[src/rtl/alu_writeback_seq.sv]
// alu_writeback_seq: sits directly after the ALU. Captures the 64-bit
// result into the Z register pair, derives zero/negative flags, and
// sequences the register-file writeback (one transfer for 32-bit ops,
// LO then HI for mul/div) over a valid/ready port.
//
// Writeback handshake: a transfer happens on a rising edge where
// wb_valid && wb_ready. Once wb_valid is raised, wb_dest and wb_data hold
// stable until that transfer, and wb_valid only drops after a transfer
// (or on clear).
module alu_writeback_seq #(
    parameter int          DATA_W = 32,
    parameter logic [4:0]  LO_IDX = 5'd16,
    parameter logic [4:0]  HI_IDX = 5'd17
) (
    input  logic                  clk,
    input  logic                  clear,
    input  logic                  z_in,
    input  logic [4:0]            op_code,
    input  logic [2*DATA_W-1:0]   c,
    input  logic [3:0]            dest_sel,
    input  logic                  wb_ready,
    output logic                  wb_valid,
    output logic [4:0]            wb_dest,
    output logic [DATA_W-1:0]     wb_data,
    output logic [DATA_W-1:0]     z_low,
    output logic [DATA_W-1:0]     z_high,
    output logic                  flag_zero,
    output logic                  flag_neg,
    output logic                  busy,
    output logic                  done,
    output logic                  overrun,
    output logic [2:0]            state_dbg
);

    typedef enum logic [2:0] {
        IDLE   = 3'd0,
        WR_REG = 3'd1,
        WR_LO  = 3'd2,
        WR_HI  = 3'd3,
        FIN    = 3'd4
    } state_t;

    localparam logic [4:0] OP_MUL = 5'b10000;
    localparam logic [4:0] OP_DIV = 5'b01111;

    state_t state;
    state_t cap_next;
    logic   cap_zero;
    logic   cap_neg;

    assign state_dbg = state;

    // Decode the opcode presented with z_in: where the sequence goes and
    // which part of the result the flags look at (mul uses all 64 bits).
    always_comb begin
        cap_next = FIN;
        cap_zero = (c[DATA_W-1:0] == '0);
        cap_neg  = c[DATA_W-1];
        if (op_code == OP_MUL) begin
            cap_zero = (c == '0);
            cap_neg  = c[2*DATA_W-1];
        end
        if (op_code == OP_MUL || op_code == OP_DIV) begin
            cap_next = WR_LO;
        end else if ((op_code >= 5'b00011 && op_code <= 5'b01110) ||
                     op_code == 5'b10001 || op_code == 5'b10010) begin
            cap_next = WR_REG;
        end else begin
            cap_next = FIN;
        end
    end

    // Sequencer: capture in IDLE, step through writebacks on handshakes,
    // pulse done from FIN. All outputs are registered here.
    always_ff @(posedge clk) begin
        if (clear) begin
            state     <= IDLE;
            wb_valid  <= 1'b0;
            wb_dest   <= '0;
            wb_data   <= '0;
            z_low     <= '0;
            z_high    <= '0;
            flag_zero <= 1'b0;
            flag_neg  <= 1'b0;
            busy      <= 1'b0;
            done      <= 1'b0;
            overrun   <= 1'b0;
        end else begin
            done <= 1'b0;
            // A capture request outside IDLE is dropped but remembered.
            if (z_in && state != IDLE) begin
                overrun <= 1'b1;
            end
            case (state)
                IDLE: begin
                    if (z_in) begin
                        z_low     <= c[DATA_W-1:0];
                        z_high    <= c[2*DATA_W-1:DATA_W];
                        flag_zero <= cap_zero;
                        flag_neg  <= cap_neg;
                        busy      <= 1'b1;
                        state     <= cap_next;
                        case (cap_next)
                            WR_LO: begin
                                wb_valid <= 1'b1;
                                wb_dest  <= LO_IDX;
                                wb_data  <= c[DATA_W-1:0];
                            end
                            WR_REG: begin
                                wb_valid <= 1'b1;
                                wb_dest  <= {1'b0, dest_sel};
                                wb_data  <= c[DATA_W-1:0];
                            end
                            default: begin
                                // Capture-only op: straight to completion.
                                wb_valid <= 1'b0;
                                done     <= 1'b1;
                            end
                        endcase
                    end
                end
                WR_REG: begin
                    if (wb_ready) begin
                        wb_valid <= 1'b0;
                        done     <= 1'b1;
                        state    <= FIN;
                    end
                end
                WR_LO: begin
                    if (wb_ready) begin
                        wb_dest <= HI_IDX;
                        wb_data <= z_high;
                        state   <= WR_HI;
                    end
                end
                WR_HI: begin
                    if (wb_ready) begin
                        wb_valid <= 1'b0;
                        done     <= 1'b1;
                        state    <= FIN;
                    end
                end
                FIN: begin
                    busy  <= 1'b0;
                    state <= IDLE;
                end
                default: begin
                    wb_valid <= 1'b0;
                    busy     <= 1'b0;
                    state    <= IDLE;
                end
            endcase
        end
    end

endmodule

[config.mk]
export PLATFORM = sky130hd
export DESIGN_NAME = alu_writeback_seq
export DESIGN_NICKNAME = d
export VERILOG_FILES = /design/src/rtl/alu_writeback_seq.sv
export SDC_FILE = /design/constraint.sdc
export NUM_CORES = 1
export LEC_CHECK = 0
export ABC_AREA = 1
export CAP_MARGIN = 0
export CORE_UTILIZATION = 50
export DETAILED_ROUTE_END_ITERATION = 8
export DONT_BUFFER_PORTS = 1
export PLACE_DENSITY_LB_ADDON = 0.12
export SYNTH_ARGS = -nofsm -noshare
export SYNTH_HDL_FRONTEND = slang
export SYNTH_SLANG_ARGS = --single-unit
[constraint.sdc]
create_clock -name clk -period 5.3 [get_ports clk]
set_clock_uncertainty 0.2 [all_clocks]
set_input_delay 1.59 -clock clk [delete_from_list [all_inputs] [get_ports clk]]
set_output_delay 1.59 -clock clk [all_outputs]
set_load 0.02 [all_outputs]
== Word level (Yosys, flattened, before mapping) ==
Index checks and enable logic that the tools add are counted.
Operators by class
  order comparisons: 2
  eq/ne operators: 15
  multiplexer cells: 26
  bitwise gates (word level): 2
  reductions and logical operators: 20
Operator list (number)
  $mux W32: 3
  $logic_not A64 Y1: 1
  $pmux W32 S2: 1
  $logic_not A32 Y1: 1
  $pmux W5 S2: 2
  $eq A5 B5 Y1 const B: 3
  $mux W3: 5
  $mux W5: 2
  $eq A3 B2 Y1 const B: 3
  $mux W1: 9
  $pmux W3 S3: 1
  $reduce_and A4 Y1: 2
  $eq A3 B1 Y1 const B: 2
  $ne A2 B2 Y1 const B: 3
  $reduce_and A3 Y1: 2
  $reduce_or A2 Y1: 3
  $eq A5 B4 Y1 const B: 1
  $ge A5 B2 Y1 const B: 1
  $le A5 B4 Y1 const B: 1
  $pmux W1 S2: 2
  $reduce_and A2 Y1: 2
  $eq A3 B3 Y1 const B: 1
  $logic_not A3 Y1: 1
  $logic_or A1 B1 Y1: 3
  8 further kinds: 10
Storage, ports and cells
  register bits: 110
  bits of input ports: 77
  output and inout port bits: 110
  word-level logic and storage cells: 76

== Longest topological paths before layout ==
  depth in word-level cells: 11
  depth in mapped cells: 11
  gate-level depth less buffers: 10

== Worst setup path after synthesis ==
No wires, ideal clock.
  path type: in2reg
  from: in op_code[3]
  to: reg wb_data[10]
  setup time: 115 ps
  arrival time: 2529 ps
  required time: 4985 ps
  setup slack: 2456 ps
  stages: 10
  buffers on the path: 2
  cell sequence: nor2_1 > nand3_1 > nand2_1 > inv_1 > nand3_2 > buf_6 > buf_6 > nand3b_1 > nand2_1 > nor2_1
On the way
  word-level cells in the longest chain between the ends: 10
  elaborated cells between the ends (all ways): 17
  classes of those cells: order compare: 2; eq/ne: 7; mux: 2; reduce/logical: 6
RTL lines
  from (decl): RTL line 18  | input logic [4:0] op_code,
  $ge A5 B2 Y1 / $le A5 B4 Y1 (equally long branches): RTL line 65  | end else if ((op_code >= 5'b00011 && op_code <= 5'b01110) ||
  $logic_and A1 B1 Y1: RTL line 65
  $logic_or A1 B1 Y1: RTL line 65
  $logic_or A1 B1 Y1: RTL line 66  | op_code == 5'b10001 || op_code == 5'b10010) begin
  $mux W3: RTL line 65
  $mux W3 *: RTL line 63  | if (op_code == OP_MUL || op_code == OP_DIV) begin
  $eq A3 B1 Y1 / $eq A3 B2 Y1 (equally long branches): RTL line 103  | case (cap_next)
  $reduce_or A2 Y1 (no line) *
  $ne A2 B2 Y1 (no line) *
  $reduce_and A4 Y1 (no line) *
  to (signal assigned): RTL line 107  | wb_data <= c[DATA_W-1:0];
  to (signal assigned): RTL line 112  | wb_data <= c[DATA_W-1:0];
  to (signal assigned): RTL line 132  | wb_data <= z_high;
  to (decl): RTL line 24  | output logic [DATA_W-1:0] wb_data,
Every way passes the cells marked *; elsewhere a longest branch is shown, timed or not.
A chain may end at the register's enable or synchronous reset.

== Worst setup path after layout ==
  from: in op_code[3]
  to: reg wb_data[17]
Same word-level chain as after synthesis.

==> results.sh <==
export IMPL_status="completed"
export IMPL_fin_cells=791
export IMPL_netlist_instances=689
export IMPL_worst_pin_slew_ns=1.11
export IMPL_boundaryPins=187
export IMPL_p_leak_nw=2.04
export IMPL_cts_buffers=9
export IMPL_cts_hold_fix_buffers=0
export IMPL_drcViolationCount=0
export IMPL_std_cell_rows=35
export IMPL_total_power_mw=2.08
export IMPL_syn_to_final_growth_pct=2.88
export IMPL_gp_congestion=0.782
export IMPL_p_sw_share_pct=38.6
export IMPL_initial_core_util_pct=52.2
export IMPL_dr_first_iter_drc_count=139
export IMPL_via_count=4291
export IMPL_power_density_nw_per_um2=415
export IMPL_grt_max_degree=100
export IMPL_hold_viol_final=0
export IMPL_pwr_share_comb_pct=19.3
export IMPL_fin_crit_sh_pct=63.9
export IMPL_grt_pass1_wl_mm=20.0
export IMPL_clkPwrFrac_pct=23.3
export IMPL_slew_headroom_pct=26.0
export IMPL_slew_viol_final=0
export IMPL_worstPathArrival_ns=3.47
export IMPL_root_buffer="clkbuf_8"
export IMPL_critPathLaunchType="input port"
export IMPL_synth_compound_area_share_pct=18.4
export IMPL_p_switching_mw=0.802
export IMPL_nets=734
export IMPL_synth_nets=766
export IMPL_vdd_drop_max_mv=0.170
export IMPL_coreArea_um2=9330
export IMPL_postCtsSetupRepairBufs=0
export IMPL_fillers=972
export IMPL_netlist_area_um2=4860
export IMPL_clk_pin_slew_ns=0.10
export IMPL_ant_nets=0
export IMPL_clockBufferDepth=2
export IMPL_final_cell_mix="nand2_1, dfxtp_1, a21oi_1, nor2_1, o21ai_0"
export IMPL_critPathCaptureType="register"
export IMPL_die_area_um2=10100
export IMPL_period_needed_ns=3.39
export IMPL_antenna_cells=0
export IMPL_finalSetupTns_ns=0
export IMPL_synth_seq_area_share_pct=45.3
export IMPL_placed_cells=775
export IMPL_clk_latency_ns=0.36
export IMPL_final_common_cell="nand2_1"
export IMPL_holdWs_ns=0.366
export IMPL_grt_pass1_vias=3925
export IMPL_crit_required_ns=5.39
export IMPL_clock_sinks=110
export IMPL_post_drt_wl_per_cell_um=16.1
export IMPL_yosysWarnings=0
export IMPL_avgSynthCellArea_um2=7.06
export IMPL_muxShareOfSynthArea_pct=0
export IMPL_layout_drive_gt1_share_pct=4.38
export IMPL_yosys_area_share_simple_pct=27.5
export IMPL_grtUsageTotal_pct=25.1
export IMPL_antenna_found_initial=0
export IMPL_synth_top_family_by_area="simple AND/OR/NAND/NOR gates"
export IMPL_p_seq_share_pct=57.4
export IMPL_yosys_area_share_adder_pct=0
export IMPL_dpl_cell_area_um2=4820
export IMPL_port_buffers=0
export IMPL_drt_pass1_iterations=4
export IMPL_fmaxAchievable_ghz=0.295
export IMPL_hp_class="reg2reg"
export IMPL_die_h_um=101
export IMPL_vias_per_cell=5.42
export IMPL_cts_htree_levels=3
export IMPL_overflow=0
export IMPL_path_class="in2reg"
export IMPL_setup_viol=0
export IMPL_synth_xor_xnor_area_share_pct=0
export IMPL_rsz0062_at_grt="false"
export IMPL_final_cell_area_um2=5000
export IMPL_yosysUniqueCellTypes=22
export IMPL_die_x_um=101
export IMPL_cts_resized_gates=0
export IMPL_cts_tree="done"
export IMPL_internal_power_mw=1.28
export IMPL_wl_mm=12.7
export IMPL_path_max_fanout=40
export IMPL_drv_cap=0
export IMPL_ys_ff_latch=110
export IMPL_hpwl_mm=8.76
logic make-up after synthesis:
| kind of cell | count (synthesis) |
|---|---|
| DFF | 110 |
| and+or+nand+nor | 308 |
| AOI/OAI and AO/OA | 178 |
| buffers and inverters | 93 |
sequential cells by signal, indices dropped and copies added, names as in the netlist, 3 cells and up:
signal / flops
state_dbg: 3
z_high: 32
wb_dest: 5
z_low: 32
wb_data: 32
power by group through the flow:
stage          combinational [mW]  clock (mW)  sequential [mW]
2_1_floorplan               0.371           0             1.18
3_3_place_gp                0.388           0             1.21
3_5_place_dp                0.403           0             1.21
4_1_cts                     0.404       0.497             1.20
5_1_grt                     0.463       0.530             1.21
6_report                    0.401       0.484             1.19
Yosys cell counts (all sizes together):
cell type	number	area share, %
buf	25	3.5
clkinv	2	0.15
o211ai	1	0.15
nor3	3	0.41
nand3	16	1.9
nand4	6	0.77
nor2	85	6.7
nand3b	33	5.1
a21oi	107	11
inv	44	3.4
dfxtp	110	45
nand2	165	13
clkbuf	22	1.7
o21ai	70	7.3
per-stage QoR:
stage,setup slack (ns),util (%)
global route,1.68,53.7
detailed placement,1.57,51.7
CTS,1.96,53.7
finish,1.91,53.7
global placement,1.66,51.7
floorplan,2.46,-
cell type report:
class	count	area (um^2)	area share, %
multi-input cells	486	2250	45.0
repair buffers	4	30.0	0.600
clock inverters	5	43.8	0.875
inverters	46	173	3.45
flip-flops and latches	110	2200	44.0
clock buffers	11	141	2.83
well taps	129	161	3.23
per-layer routing:
metal  track usage [%]  wire length, um  vias to the layer above
met5                 0                0                        -
met1              31.3             5280                     1927
met4              7.58              221                        0
met2              40.5             5820                      169
met3              8.95             1380                       20
li1                  -                -                     2175
final timing paths:
kind                                   start     endpoint  slack (ns)  cells after the start
worst min register to register     z_low[20]    z_low[20]        0.37                      2
worst min-delay path               z_low[20]    z_low[20]        0.37                      2
worst max-delay path              op_code[3]  wb_data[17]        1.91                      8
worst max register to register  state_dbg[2]   wb_dest[0]        2.66                      9
worst max-delay path, stage by stage:
cell      delay [ns]
nor2_1          0.20
nand3_1         0.11
nand3_1         0.14
nand3_2         0.59
buf_4           0.51
nand3b_1        0.13
nand2_1         0.05
nor2_1          0.12
No activity file was read; power rests on OpenSTA's default activity.
